==> config.mk <==
export PLATFORM = sky130hd
export DESIGN_NAME = rect_frame_scheduler_flat
export DESIGN_NICKNAME = d
export VERILOG_FILES = /design/src/rtl/vga_draw_pkg.sv /design/src/rtl/rect_frame_scheduler_if.sv /design/src/rtl/rect_priority_mux.sv /design/src/rtl/rect_frame_scheduler.sv /design/src/flat_wrapper.sv
export SDC_FILE = /design/constraint.sdc
export NUM_CORES = 1
export LEC_CHECK = 0
export ABC_CLOCK_PERIOD_IN_PS = 2800
export BUFFER_PORTS_ARGS = -buffer_cell sky130_fd_sc_hd__buf_4
export CORE_MARGIN = 2
export CORE_UTILIZATION = 42
export CTS_BUF_LIST = sky130_fd_sc_hd__clkbuf_8
export DETAILED_ROUTE_END_ITERATION = 6
export HOLD_SLACK_MARGIN = 0.06
export SYNTH_ARGS = -nofsm -noshare
export SYNTH_HDL_FRONTEND = slang
export SYNTH_SLANG_ARGS = --single-unit
==> constraint.sdc <==
create_clock -name clk -period 2.8 [get_ports clk]
set_clock_uncertainty 0.2 [all_clocks]
set_input_delay 0.28 -clock clk [delete_from_list [all_inputs] [get_ports clk]]
set_output_delay 0.28 -clock clk [all_outputs]
set_load 0.05 [all_outputs]
==> src/rtl/vga_draw_pkg.sv <==
// Shared VGA drawing types and constants: timing limits, color codes,
// scheduler states and the rectangle descriptor payload.
package vga_draw_pkg;

   localparam int unsigned POS_W          = 16;
   localparam int unsigned RGB_W          = 12;
   localparam int unsigned COLOR_W        = 3;
   localparam int unsigned H_ACTIVE_START = 144;
   localparam int unsigned H_ACTIVE_END   = 783;
   localparam int unsigned V_ACTIVE_START = 35;
   localparam int unsigned V_ACTIVE_END   = 514;
   localparam int unsigned H_TOTAL        = 800;

   localparam logic [COLOR_W-1:0] BLACK = 3'd0;
   localparam logic [COLOR_W-1:0] RED   = 3'd1;
   localparam logic [COLOR_W-1:0] GREEN = 3'd2;
   localparam logic [COLOR_W-1:0] BLUE  = 3'd3;
   localparam logic [COLOR_W-1:0] WHITE = 3'd4;

   typedef enum logic [1:0] {
      IDLE    = 2'd0,
      PENDING = 2'd1,
      COMMIT  = 2'd2
   } sched_state_e;

   typedef struct packed {
      logic [POS_W-1:0]   hstart;
      logic [POS_W-1:0]   hend;
      logic [POS_W-1:0]   vstart;
      logic [POS_W-1:0]   vend;
      logic [COLOR_W-1:0] color;
      logic               enable;
   } rect_desc_t;

   // Geometry or color that a draw unit cannot render sensibly.
   function automatic logic desc_invalid(input rect_desc_t d);
      return (d.hstart > d.hend) || (d.vstart > d.vend) || (d.color > WHITE);
   endfunction

endpackage

==> src/rtl/rect_frame_scheduler_if.sv <==
// Rectangle descriptor write port: valid/ready handshake plus error pulse.
interface rect_frame_scheduler_if #(
   parameter int unsigned SLOT_W = 3
);
   import vga_draw_pkg::*;

   logic               cfg_valid;
   logic               cfg_ready;
   logic [SLOT_W-1:0]  cfg_slot;
   logic [POS_W-1:0]   cfg_hstart;
   logic [POS_W-1:0]   cfg_hend;
   logic [POS_W-1:0]   cfg_vstart;
   logic [POS_W-1:0]   cfg_vend;
   logic [COLOR_W-1:0] cfg_color;
   logic               cfg_enable;
   logic               cfg_err;

   modport master (
      output cfg_valid, cfg_slot, cfg_hstart, cfg_hend, cfg_vstart, cfg_vend,
             cfg_color, cfg_enable,
      input  cfg_ready, cfg_err
   );

   modport slave (
      input  cfg_valid, cfg_slot, cfg_hstart, cfg_hend, cfg_vstart, cfg_vend,
             cfg_color, cfg_enable,
      output cfg_ready, cfg_err
   );

endinterface

==> src/rtl/rect_priority_mux.sv <==
// Combinational compositor: picks the lowest-index draw unit with a nonzero pixel.
module rect_priority_mux
   import vga_draw_pkg::*;
#(
   parameter int unsigned NUM_RECTS = 4
) (
   input  logic [NUM_RECTS*RGB_W-1:0] rect_pixel,
   output logic [RGB_W-1:0]           pixel_c
);

   // Scan high to low so the lowest nonzero slot is the last assignment.
   always_comb begin
      pixel_c = '0;
      for (int i = int'(NUM_RECTS) - 1; i >= 0; i--) begin
         if (rect_pixel[i*RGB_W +: RGB_W] != '0) begin
            pixel_c = rect_pixel[i*RGB_W +: RGB_W];
         end
      end
   end

endmodule

==> src/rtl/rect_frame_scheduler.sv <==
// Shadow/live rectangle configuration with a vertical-blanking commit point,
// plus the registered priority compositor for the draw-unit pixel bank.
module rect_frame_scheduler
   import vga_draw_pkg::*;
#(
   parameter int unsigned NUM_RECTS   = 4,
   parameter int unsigned SLOT_W      = 3,
   parameter int unsigned COMMIT_LINE = 515
) (
   input  logic                         clk,
   input  logic                         rst_n,
   input  logic [POS_W-1:0]             horizontal_actual_position,
   input  logic [POS_W-1:0]             vertical_actual_position,
   rect_frame_scheduler_if.slave        cfg,
   output logic                         pending,
   output logic                         commit_pulse,
   output logic [NUM_RECTS*POS_W-1:0]   rect_hstart,
   output logic [NUM_RECTS*POS_W-1:0]   rect_hend,
   output logic [NUM_RECTS*POS_W-1:0]   rect_vstart,
   output logic [NUM_RECTS*POS_W-1:0]   rect_vend,
   output logic [NUM_RECTS*COLOR_W-1:0] rect_color,
   output logic [NUM_RECTS-1:0]         rect_hide,
   input  logic [NUM_RECTS*RGB_W-1:0]   rect_pixel,
   output logic [RGB_W-1:0]             pixel_out
);

   sched_state_e           state, state_next;
   rect_desc_t             shadow [NUM_RECTS];
   rect_desc_t             wr_desc;
   logic [NUM_RECTS-1:0]   dirty, dirty_next;
   logic                   wr_fire, wr_bad, wr_ok, at_commit_point;
   logic                   ready_next, commit_next;
   logic [RGB_W-1:0]       pixel_c;

   assign wr_desc = '{hstart: cfg.cfg_hstart, hend: cfg.cfg_hend,
                      vstart: cfg.cfg_vstart, vend: cfg.cfg_vend,
                      color:  cfg.cfg_color,  enable: cfg.cfg_enable};

   assign wr_fire = cfg.cfg_valid && cfg.cfg_ready;
   assign wr_bad  = (32'(cfg.cfg_slot) >= NUM_RECTS) || desc_invalid(wr_desc);
   assign wr_ok   = wr_fire && !wr_bad;

   assign at_commit_point = (vertical_actual_position == POS_W'(COMMIT_LINE)) &&
                            (horizontal_actual_position == '0);

   // State register.
   always_ff @(posedge clk or negedge rst_n) begin
      if (!rst_n) state <= IDLE;
      else        state <= state_next;
   end

   // Next state: a write landing in IDLE defers the commit to the next frame.
   always_comb begin
      state_next = state;
      case (state)
         IDLE:    if (wr_ok) state_next = PENDING;
         PENDING: if (at_commit_point) state_next = COMMIT;
         COMMIT:  state_next = IDLE;
         default: state_next = IDLE;
      endcase
   end

   // Output decode, registered below.
   always_comb begin
      ready_next  = 1'b1;
      commit_next = 1'b0;
      if (state_next == COMMIT) ready_next  = 1'b0;
      if (state == COMMIT)      commit_next = 1'b1;
   end

   always_comb begin
      dirty_next = dirty;
      if (state == COMMIT) dirty_next = '0;
      for (int unsigned i = 0; i < NUM_RECTS; i++) begin
         if (wr_ok && (32'(cfg.cfg_slot) == i)) dirty_next[i] = 1'b1;
      end
   end

   // Shadow descriptors and dirty tracking.
   always_ff @(posedge clk or negedge rst_n) begin
      if (!rst_n) begin
         dirty <= '0;
         for (int unsigned i = 0; i < NUM_RECTS; i++) shadow[i] <= '0;
      end else begin
         dirty <= dirty_next;
         for (int unsigned i = 0; i < NUM_RECTS; i++) begin
            if (wr_ok && (32'(cfg.cfg_slot) == i)) shadow[i] <= wr_desc;
         end
      end
   end

   // Live draw-unit inputs only change in the COMMIT cycle, and only for dirty slots.
   always_ff @(posedge clk or negedge rst_n) begin
      if (!rst_n) begin
         rect_hstart <= '0;
         rect_hend   <= '0;
         rect_vstart <= '0;
         rect_vend   <= '0;
         rect_color  <= '0;
         rect_hide   <= '1;
      end else if (state == COMMIT) begin
         for (int unsigned i = 0; i < NUM_RECTS; i++) begin
            if (dirty[i]) begin
               rect_hstart[i*POS_W +: POS_W]     <= shadow[i].hstart;
               rect_hend[i*POS_W +: POS_W]       <= shadow[i].hend;
               rect_vstart[i*POS_W +: POS_W]     <= shadow[i].vstart;
               rect_vend[i*POS_W +: POS_W]       <= shadow[i].vend;
               rect_color[i*COLOR_W +: COLOR_W]  <= shadow[i].color;
               rect_hide[i]                      <= ~shadow[i].enable;
            end
         end
      end
   end

   always_ff @(posedge clk or negedge rst_n) begin
      if (!rst_n) begin
         cfg.cfg_ready <= 1'b1;
         cfg.cfg_err   <= 1'b0;
         pending       <= 1'b0;
         commit_pulse  <= 1'b0;
         pixel_out     <= '0;
      end else begin
         cfg.cfg_ready <= ready_next;
         cfg.cfg_err   <= wr_fire && wr_bad;
         pending       <= |dirty_next;
         commit_pulse  <= commit_next;
         pixel_out     <= pixel_c;
      end
   end

   rect_priority_mux #(.NUM_RECTS(NUM_RECTS)) u_mux (
      .rect_pixel (rect_pixel),
      .pixel_c    (pixel_c)
   );

endmodule
==> src/flat_wrapper.sv <==
// flat-port wrapper written by rule: the top's interface ports become plain ports
module rect_frame_scheduler_flat import vga_draw_pkg::*;
#(
   parameter int unsigned NUM_RECTS   = 4,
   parameter int unsigned SLOT_W      = 3,
   parameter int unsigned COMMIT_LINE = 515
)
  (clk, rst_n, horizontal_actual_position, vertical_actual_position, pending, commit_pulse, rect_hstart, rect_hend, rect_vstart, rect_vend, rect_color, rect_hide, rect_pixel, pixel_out, cfg_cfg_valid, cfg_cfg_slot, cfg_cfg_hstart, cfg_cfg_hend, cfg_cfg_vstart, cfg_cfg_vend, cfg_cfg_color, cfg_cfg_enable, cfg_cfg_ready, cfg_cfg_err);
  rect_frame_scheduler_if #(.SLOT_W(SLOT_W)) cfg_i ();
  input  logic clk;
  input  logic rst_n;
  input  logic [POS_W-1:0] horizontal_actual_position;
  input  logic [POS_W-1:0] vertical_actual_position;
  output logic pending;
  output logic commit_pulse;
  output logic [NUM_RECTS*POS_W-1:0] rect_hstart;
  output logic [NUM_RECTS*POS_W-1:0] rect_hend;
  output logic [NUM_RECTS*POS_W-1:0] rect_vstart;
  output logic [NUM_RECTS*POS_W-1:0] rect_vend;
  output logic [NUM_RECTS*COLOR_W-1:0] rect_color;
  output logic [NUM_RECTS-1:0] rect_hide;
  input  logic [NUM_RECTS*RGB_W-1:0] rect_pixel;
  output logic [RGB_W-1:0] pixel_out;
  input wire logic [$bits(cfg_i.cfg_valid)-1:0] cfg_cfg_valid;
  input wire logic [$bits(cfg_i.cfg_slot)-1:0] cfg_cfg_slot;
  input wire logic [$bits(cfg_i.cfg_hstart)-1:0] cfg_cfg_hstart;
  input wire logic [$bits(cfg_i.cfg_hend)-1:0] cfg_cfg_hend;
  input wire logic [$bits(cfg_i.cfg_vstart)-1:0] cfg_cfg_vstart;
  input wire logic [$bits(cfg_i.cfg_vend)-1:0] cfg_cfg_vend;
  input wire logic [$bits(cfg_i.cfg_color)-1:0] cfg_cfg_color;
  input wire logic [$bits(cfg_i.cfg_enable)-1:0] cfg_cfg_enable;
  output wire logic [$bits(cfg_i.cfg_ready)-1:0] cfg_cfg_ready;
  output wire logic [$bits(cfg_i.cfg_err)-1:0] cfg_cfg_err;
  assign cfg_i.cfg_valid = cfg_cfg_valid;
  assign cfg_i.cfg_slot = cfg_cfg_slot;
  assign cfg_i.cfg_hstart = cfg_cfg_hstart;
  assign cfg_i.cfg_hend = cfg_cfg_hend;
  assign cfg_i.cfg_vstart = cfg_cfg_vstart;
  assign cfg_i.cfg_vend = cfg_cfg_vend;
  assign cfg_i.cfg_color = cfg_cfg_color;
  assign cfg_i.cfg_enable = cfg_cfg_enable;
  assign cfg_cfg_ready = cfg_i.cfg_ready;
  assign cfg_cfg_err = cfg_i.cfg_err;
  rect_frame_scheduler #(.NUM_RECTS(NUM_RECTS), .SLOT_W(SLOT_W), .COMMIT_LINE(COMMIT_LINE)) u_core (.clk(clk), .rst_n(rst_n), .horizontal_actual_position(horizontal_actual_position), .vertical_actual_position(vertical_actual_position), .cfg(cfg_i), .pending(pending), .commit_pulse(commit_pulse), .rect_hstart(rect_hstart), .rect_hend(rect_hend), .rect_vstart(rect_vstart), .rect_vend(rect_vend), .rect_color(rect_color), .rect_hide(rect_hide), .rect_pixel(rect_pixel), .pixel_out(pixel_out));
endmodule
After elaboration in Yosys (flattened, before gate mapping). Cells that the tools add are included.

$lt $le $gt $ge: 4. Bitwise logic cells: 4. Reductions and logical operators: 24. Equal/unequal tests: 7. Mux-type cells: 14.

Operators by type and width (count): 12-bit two-way mux (4); 12-bit nonzero test (4); 16-bit > comparator (2); 16-bit by 10-bit equality test with 1-bit output (second input constant) (1); 16-bit zero test (1); 1-bit logical AND (8); 2-bit AND reduction (4); 3-bit by 2-bit equality test with 1-bit output (second input constant) (2); 1-bit two-way mux (6); 2-bit equality test (second input constant) (2); 2-bit two-way mux (2); 4-bit two-way mux (1); 1-bit inverter (4); 2-bit case mux with 2 select lines (1); 4-bit OR reduction (1); 3-bit by 1-bit equality test with 1-bit output (second input constant) (1); 3-bit greater-or-equal comparator (second input constant) (1); 3-bit > comparator (second input constant) (1); 3-bit zero test (1); 1-bit logical OR (3); 2-bit by 1-bit equality test with 1-bit output (second input constant) (1); 2-bit zero test (1); 1-bit zero test (1).

Input port bits: 154. Logic and storage cells: 108. Register bits after elaboration: 566. Output and inout port bits: 288.

Depth between registers and ports, before layout. Gate-level depths: netlist (run 1).

Word-level depth: 10. Mapped depth: 11.

Cells and area by module. From an unflattened synthesis (run 1), not the netlist that was laid out.

Cell total of the unflattened synthesis: 1372. Area, all modules: 22089.9 um2.

Modules (own cells, without submodules): rect_frame_scheduler (cells an instance 1327, sequential area each 14169.8 um2, area each 21742.1 um2, instances 1); rect_priority_mux (cells an instance 45, sequential area each 0.0 um2, area each 347.8 um2, instances 1).

Worst setup path before layout (run 1). OpenSTA, ideal clock, no wires.

Kind: input port to flip-flop. From: in cfg_cfg_vend[13]. To: reg u_core.shadow[12] (netlist name). Slack: -431 ps. Required time: 2475 ps. Cell stages on the path: 11. Data arrival time: 2906 ps. Cell sequence: inv_1 > ha_1 > a21o_1 > a311oi_1 > o211ai_1 > or4_1 > a221oi_4 > nand4_2 > buf_2 > buf_6 > mux2_4.

Word-level cells in the longest chain between the ends: 7.

RTL lines: start, declared (line flat_wrapper.sv:29) `input wire logic [$bits(cfg_i.cfg_vend)-1:0] cfg_cfg_vend;`; 16-bit > comparator (line vga_draw_pkg.sv:37) `return (d.hstart > d.hend) || (d.vstart > d.vend) || (d.color > WHITE);`; 1-bit logical OR (2 in a row) (line vga_draw_pkg.sv:37); 1-bit logical OR (line rect_frame_scheduler.sv:40) `assign wr_bad = (32'(cfg.cfg_slot) >= NUM_RECTS) || desc_invalid(wr_desc);`; 1-bit zero test (line rect_frame_scheduler.sv:41) `assign wr_ok = wr_fire && !wr_bad;`; 1-bit logical AND (line rect_frame_scheduler.sv:41); 1-bit logical AND (line rect_frame_scheduler.sv:87) `if (wr_ok && (32'(cfg.cfg_slot) == i)) shadow[i] <= wr_desc;`; end signal, assigned by index (line rect_frame_scheduler.sv:87); end, declared (line rect_frame_scheduler.sv:28) `rect_desc_t shadow [NUM_RECTS];`.

Every way passes these cells. A chain may end at the register's enable or synchronous reset.

Worst setup path after layout (run 1).
From: in cfg_cfg_hstart[5]. To: reg u_core.shadow[110] (netlist name).

Word-level cells in the longest chain between the ends: 7.

RTL lines: start, declared (line flat_wrapper.sv:26) `input wire logic [$bits(cfg_i.cfg_hstart)-1:0] cfg_cfg_hstart;`; 16-bit > comparator (line vga_draw_pkg.sv:37); 1-bit logical OR (2 in a row) (line vga_draw_pkg.sv:37); 1-bit logical OR (line rect_frame_scheduler.sv:40); 1-bit zero test (line rect_frame_scheduler.sv:41); 1-bit logical AND (line rect_frame_scheduler.sv:41); 1-bit logical AND (line rect_frame_scheduler.sv:87).

Every way passes these cells.

==> results.py, run 1 <==
metrics = {
    "detailed_routing": {
        "wire_per_inst_um": 22.3,
        "drt_wl_total_um": 63600,
        "drc": 0,
        "via_count": 14300,
        "via_per_inst": 5.02,
        "antenna_left": 0,
        "drtIter0Drc": 534,
        "dr.pass1.iters": 5,
    },
    "global_routing": {
        "grt_max_degree": 54,
        "grt_pass1_wl_um": 92500,
        "grt.total_usage": 0.229,
        "grt_pass1_vias": 15200,
        "grt_remaining_overflow": 0,
        "antenna_found_initial": 1,
    },
    "clock_network": {
        "insertion_delay_ns": 0.67,
        "clk_pin_slew_ns": 0.06,
        "numCtsBuffers": 94,
        "cts_tree": "yes",
        "clk_path_buf_depth": 3,
        "root_buffer": "clkbuf_8",
        "cts_sinks": 566,
        "h-tree-depth": 3,
    },
    "worst_setup_path": {
        "worstPathMaxFanout": 8,
        "rrSetupSlack_ns": 0.43,
        "startpoint": "cfg_cfg_hstart[5]",
        "worst_path_largest_cell_delay_ns": 0.55,
        "critPathCaptureType": "register",
        "critPathArrivalTime_ns": 3.15,
        "cp-start-kind": "input pin",
        "critPathRequiredTime_ns": 3.14,
        "cp_cell_sequence": "dlygate4sd3_1, buf_4, ha_1, nand4_1, nor4_2, nor3_2, a221oi_4, buf_12, nand4b_4, buf_12, clkbuf_16, mux2_4",
        "slowest_stage": "dlygate4sd3_1",
        "cp_common_cell": "buf_12",
        "crit_type": "in -> reg",
        "regToRegStartpoint": "u_core.cfg.cfg_ready$_DFF_PN1_",
    },
    "pwr": {
        "netSwitchingPower_mw": 4.57,
        "p_leak_nw": 16.2,
        "p_clk_frac": 0.395,
        "p_int_mw": 14.7,
        "combPwrFrac": 0.103,
        "ir_drop_mv": 0.503,
        "p_per_area_nw_per_um2": 630,
        "seqPwrFrac": 0.502,
        "swShare": 0.237,
    },
    "yosys": {
        "ys_seq_area_frac": 0.643,
        "synthSimpleGateAreaFrac": 0.0252,
        "synth-xor-area-share": 0,
        "syn_area_um2": 22000,
        "syn_nets": 1576,
        "synthMuxAreaShare": 0.281,
        "synth_top_family_by_area": "multiplexers",
        "synth_cells": 1390,
        "yosysUniqueCellTypes": 41,
        "avgSynthCellArea_um2": 15.8,
        "ys_warn_count": 0,
        "ys_ff_latch": 566,
        "synthAdderAreaFrac": 0.0182,
        "synth_compound_area_frac": 0.0150,
    },
    "sta": {
        "tightestPinTransition_ns": 0.647,
        "hold_violations": 0,
        "worst_slack_ns": -0.0110,
        "max_freq_mhz": 356,
        "setup_viol": 1,
        "drv_slew": 0,
        "finalCritPeriodShare": 1.00,
        "relSlewSlack": 0.567,
        "period_needed_ns": 2.81,
    },
    "placed_design": {
        "portBuffers": 441,
        "routabilityCongestion": 0.883,
        "dpl.hpwl_um": 42300,
        "place_area_um2": 27200,
    },
    "floorplan": {
        "die_h_um": 233,
        "io_pins": 442,
        "dieArea_um2": 54300,
        "coreArea_um2": 51600,
        "num_rows": 83,
        "start_util": 0.427,
        "die_w_um": 233,
    },
    "layout": {
        "syn_to_final_growth_pct": 39.0,
        "final_util": 0.593,
        "fin_area_um2": 30600,
        "num_antenna_cells": 0,
        "drive_gt1_frac": 0.588,
        "layout.nets": 2283,
    },
    "worst_hold_path": {
        "hp-class": "in -> reg",
        "hold_start": "rect_pixel[19]",
    },
    "flow_run": {
        "cap_violations": 0,
    },
    "status": {
        "violations": "setup timing",
        "outcome": "complete, but fails checks",
    },
}
registers in the layout, summed over array words and instances (netlist names), 12 cells and up:
name                cells
u_core.shadow         272
u_core.rect_hend       64
u_core.rect_hstart     64
u_core.rect_vend       64
u_core.rect_vstart     64
u_core.pixel_out       12
u_core.rect_color      12
per-layer routing:
| metal | vias up | track usage | share of wire | wire length [um] |
|---|---|---|---|---|
| met5 | - | 0 | 0.00020 | 13 |
| met4 | 2 | 0.0621 | 0.020 | 1270 |
| met3 | 92 | 0.0740 | 0.072 | 4610 |
| met2 | 432 | 0.377 | 0.48 | 30700 |
| met1 | 7416 | 0.291 | 0.42 | 27000 |
| li1 | 6381 | - | - | - |
cells by family (layout without fill, tap and decap cells):
logic type / Yosys count / in the layout
DFF: 566 / 566
muxes: 540 / 540
and+or+nand+nor: 102 / 102
buffers and inverters: 96 / 881
AOI/OAI and AO/OA: 54 / 54
adders and majority gates: 32 / 32
through the flow:
step           hold slack (ns)  power, mW  setup WS [ns]  TNS, ns  std cells
6_report                 0.207       19.3        -0.0110  -0.0110       2855
3_5_place_dp             0.181       11.7         -0.710  -175.78       2569
3_3_place_gp             0.177       11.6         -0.700  -174.12       2569
2_1_floorplan           -0.216       10.7         -0.252   -27.42       1390
5_1_grt                  0.174       20.2        -0.0625    -1.44       2855
4_1_cts                  0.132       19.5        0.00739        0       2845
power by group through the flow:
stage               clock network [mW]  registers (mW)  logic, mW
detailed placement                   0            9.83       1.85
finish                            7.62            9.69       1.99
global route                      8.23            9.80       2.17
CTS                               7.85            9.68       1.98
global placement                     0            9.78       1.78
floorplan                            0            9.67       1.08
cell usage after synthesis:
cell type | n | area (um^2)
dfrtp_1 | 561 | 14000
mux2_2 | 513 | 5780
buf_1 | 43 | 161
inv_1 | 35 | 131
ha_1 | 32 | 400
mux2_4 | 27 | 405
nand2_1 | 25 | 93.8
a21oi_1 | 22 | 110
o21ai_0 | 18 | 90.1
nor2_1 | 16 | 60.1
nor4_1 | 15 | 93.8
nand2b_1 | 13 | 81.3
clkbuf_1 | 9 | 33.8
nand4_1 | 9 | 56.3
nor3_1 | 6 | 30.0
dfstp_2 | 5 | 131
nand3_1 | 5 | 25.0
buf_2 | 3 | 15.0
buf_6 | 3 | 33.8
nor4b_1 | 3 | 26.3
o211ai_1 | 3 | 22.5
a21o_1 | 2 | 15.0
buf_4 | 2 | 15.0
nand4b_2 | 2 | 30.0
nor2b_1 | 2 | 12.5
a2111oi_0 | 1 | 8.76
a211o_1 | 1 | 8.76
a211oi_1 | 1 | 7.51
a21boi_0 | 1 | 7.51
a221oi_1 | 1 | 8.76
a221oi_4 | 1 | 26.3
a311oi_1 | 1 | 8.76
a41oi_1 | 1 | 8.76
and2_1 | 1 | 6.26
and3_1 | 1 | 6.26
clkinv_1 | 1 | 3.75
nand2_2 | 1 | 6.26
nand4_2 | 1 | 12.5
o21a_1 | 1 | 7.51
or3_1 | 1 | 6.26
or4_1 | 1 | 7.51
path summary, 6_finish.rpt:
| check | depth (start not counted) | end |
|---|---|---|
| setup reg to reg | 6 | u_core.shadow[245]$_DFFE_PN0P_ |
| setup / recovery | 12 | u_core.shadow[110]$_DFFE_PN0P_ |
| max in group asynchronous | 5 | u_core.shadow[122]$_DFFE_PN0P_ |
| hold / removal | 4 | u_core.pixel_out[7]$_DFF_PN0_ |
| hold reg to reg | 1 | u_core.rect_hide[1]$_DFFE_PN1P_ |
| min in group asynchronous | 3 | u_core.shadow[41]$_DFFE_PN0P_ |
what timing repair did:
item / in CTS / in global routing
resized for setup: 0 / 22
buffers inserted: 0 / 1
hold buffers: 102 / 4
endpoints found under the setup margin: 0 / 216
hold endpoints to repair: 829 / 16
placed cells by master (no fill, tap or decap), types with 7 or more instances in the layout:
cell type | Yosys | final
dfrtp_1 | 561 | 561
buf_4 | 2 | 527
nor4_1 | 15 | 14
nand4_1 | 9 | 9
mux2_4 | 27 | 28
mux2_2 | 513 | 512
nand2_1 | 25 | 21
clkbuf_8 | 0 | 119
clkinv_2 | 0 | 11
o21ai_0 | 18 | 18
ha_1 | 32 | 24
nor2_1 | 16 | 16
ha_4 | 0 | 7
inv_1 | 35 | 64
nand2b_1 | 13 | 13
a21oi_1 | 22 | 21
buf_12 | 0 | 26
dlygate4sd3_1 | 0 | 101
layout make-up:
class                   instances  area, um^2
fillers                      4152       21000
clock inverters                55         383
flip-flops and latches        566       14200
clock buffers                 119        1640
repair buffers                671        5790
well taps                     680         851
inverters                      36         143
multi-input cells             728        7650
worst max-delay path, delay by kind of cell:
| family | cells | cell delay, ns |
|---|---|---|
| AOI/OAI and AO/OA | 1 | 0.33 |
| muxes | 1 | 0.30 |
| adders and majority gates | 1 | 0.28 |
| buffers and inverters | 5 | 1.26 |
| and+or+nand+nor | 4 | 0.68 |
Power figures use the tool's default switching activity.
==> inputs of run 2 (changes only) <==
--- a/config.mk
+++ b/config.mk
@@ -12,6 +12,7 @@
 export CTS_BUF_LIST = sky130_fd_sc_hd__clkbuf_8
 export DETAILED_ROUTE_END_ITERATION = 6
 export HOLD_SLACK_MARGIN = 0.06
+export MAX_ROUTING_LAYER = met4
 export SYNTH_ARGS = -nofsm -noshare
 export SYNTH_HDL_FRONTEND = slang
 export SYNTH_SLANG_ARGS = --single-unit
==> run 2 against run 1 <==
  * The flow now finishes without violations
  * Highest routed layer is now met4
  * Largest power group unchanged
  * First-iteration DRC count is 2.2% higher
  * Combinational power hardly changed
  * Non-clock buffer count stayed put
==> results.py, run 2 (same netlist as run 1, synthesis figures left out) <==
metrics = {
    "status": {
        "outcome": "completed",
    },
    "sta": {
        "drv_slew": 0,
        "max_freq_mhz": 358,
        "tightestPinTransition_ns": 0.663,
        "finalCritPeriodShare": 0.997,
        "period_needed_ns": 2.79,
        "holdWs_ns": 0.210,
        "relSlewSlack": 0.556,
        "setup_viol": 0,
        "hold_violations": 0,
    },
    "worst_setup_path": {
        "crit_type": "in -> reg",
        "r2r_cells": 6,
        "regToRegStartpoint": "u_core.cfg.cfg_ready$_DFF_PN1_",
        "cp-start-kind": "input pin",
        "crit_family": "buffers and inverters",
        "cp_cell_sequence": "dlygate4sd3_1, buf_4, ha_1, nand4_1, nor4_2, nor3_2, a221oi_4, buf_12, nand4b_4, buf_12, clkbuf_16, mux2_4",
        "cp_common_cell": "buf_12",
        "worstPathMaxFanout": 8,
        "critPathBufInv": 5,
        "critPathArrivalTime_ns": 3.14,
        "regToRegEndpoint": "u_core.shadow[242]$_DFFE_PN0P_",
        "critPathCapture": "u_core.shadow[110]$_DFFE_PN0P_",
        "worst_path_largest_cell_delay_ns": 0.56,
        "critPathCaptureType": "register",
        "rrSetupSlack_ns": 0.43,
        "critPathRequiredTime_ns": 3.15,
        "slowest_stage": "dlygate4sd3_1",
        "path_depth": 12,
        "startpoint": "cfg_cfg_hstart[5]",
    },
    "floorplan": {
        "dieArea_um2": 54300,
        "die_w_um": 233,
        "start_util": 0.427,
        "io_pins": 442,
        "coreArea_um2": 51600,
        "num_rows": 83,
        "die_h_um": 233,
    },
    "layout": {
        "layout.nets": 2283,
        "largest_reg_flops": 272,
        "final_cell_mix": "561 x dfrtp_1, 527 x buf_4, 512 x mux2_2, 119 x clkbuf_8, 101 x dlygate4sd3_1",
        "layout_commonest_cell": "dfrtp_1",
        "multiInputGateArea_um2": 7640,
        "instances_no_fill": 2856,
        "drive_gt1_frac": 0.587,
        "syn_to_final_growth_pct": 39.0,
        "seq_area_um2": 14200,
        "fillCellCount": 4146,
        "top_register": "u_core.shadow",
    },
    "clock_network": {
        "clk_pin_slew_ns": 0.06,
        "numCtsBuffers": 94,
        "clk_path_buf_depth": 3,
        "cts_sinks": 566,
        "cts_tree": "yes",
        "insertion_delay_ns": 0.67,
        "h-tree-depth": 3,
        "root_buffer": "clkbuf_8",
    },
    "global_routing": {
        "met1_usage": 0.292,
        "grt_use_met3": 0.0748,
        "grt_pass1_vias": 15200,
        "grt_max_degree": 54,
        "grt.total_usage": 0.236,
        "gr-max-usage-layer": "met2",
        "grt_pass1_wl_um": 92500,
        "met2_usage": 0.377,
        "antenna_found_initial": 1,
        "grt_remaining_overflow": 0,
    },
    "detailed_routing": {
        "dr.pass1.iters": 4,
        "wire_per_inst_um": 22.3,
        "via_per_inst": 5.00,
        "via_count": 14300,
        "drt_wl_total_um": 63600,
        "drtIter0Drc": 546,
        "drc": 0,
        "antenna_left": 0,
    },
    "pwr": {
        "ir_drop_mv": 0.503,
        "p_leak_nw": 16.2,
        "power.total_mw": 19.3,
        "p_per_area_nw_per_um2": 630,
    },
    "worst_hold_path": {
        "hp-class": "in -> reg",
    },
    "placed_design": {
        "routabilityCongestion": 0.898,
        "dpl.hpwl_um": 42300,
        "dp.cells": 2569,
        "portBuffers": 441,
    },
    "flow_run": {
        "cap_violations": 0,
    },
}
## run 2: repair_timing
item	CTS	global route
buffers inserted	0	1
setup endpoints to repair	0	215
gates resized for setup	0	18
hold buffers	102	4
endpoints found under the hold margin	829	16
## run 2: worst min path at each step
stage / cells after the start / start / slack [ns] / endpoint
2_1_floorplan: 0 / rst_n / -0.22 / u_core.cfg.cfg_err$_DFF_PN0_
3_3_place_gp: 1 / rst_n / 0.18 / u_core.shadow[88]$_DFFE_PN0P_
3_5_place_dp: 1 / rst_n / 0.18 / u_core.shadow[243]$_DFFE_PN0P_
4_1_cts: 4 / rect_pixel[17] / 0.13 / u_core.pixel_out[5]$_DFF_PN0_
5_1_grt: 4 / rect_pixel[19] / 0.17 / u_core.pixel_out[7]$_DFF_PN0_
6_report: 4 / rect_pixel[19] / 0.21 / u_core.pixel_out[7]$_DFF_PN0_
## run 2: area by class of cell
type	instances	area share
clock inverter	55	0.0125
tap	680	0.0278
antenna	1	0.0000817
timing repair buffer	671	0.189
clock buffer	119	0.0535
inverter	36	0.00466
multi-input combinational	728	0.250
sequential	566	0.463
## run 2: through the flow
stage                     cell area (um^2)  worst slack (ns)  TNS, ns   util
after CTS                            30300           0.00739        0  0.587
after floorplan                      22300            -0.252   -27.42      -
after detailed placement             27200            -0.710  -175.78  0.528
after global placement               27200            -0.700  -174.12  0.528
final                                30600           0.00867        0  0.593
after global routing                 30600           -0.0664    -1.64  0.593
## run 2: worst register-to-register path: stages, from the launching register on
cell and delay [ns]:
dfstp_2 0.55, nand2_1 0.08, nor3_1 0.13, dlygate4sd3_1 0.62, nand2_4 0.12, buf_4 0.24
mux2_2 0.31
## run 2: routing by layer
layer / vias to the layer above / share of wire
li1: 6379 / -
met1: 7403 / 0.43
met2: 399 / 0.48
met3: 93 / 0.072
met4: 0 / 0.020
met5: - / 0
## run 2: power by group
group	switching (mW)	internal (mW)	total, mW
clock	3.32	4.31	7.62
sequential	0.499	9.19	9.69
combinational	0.751	1.23	1.98
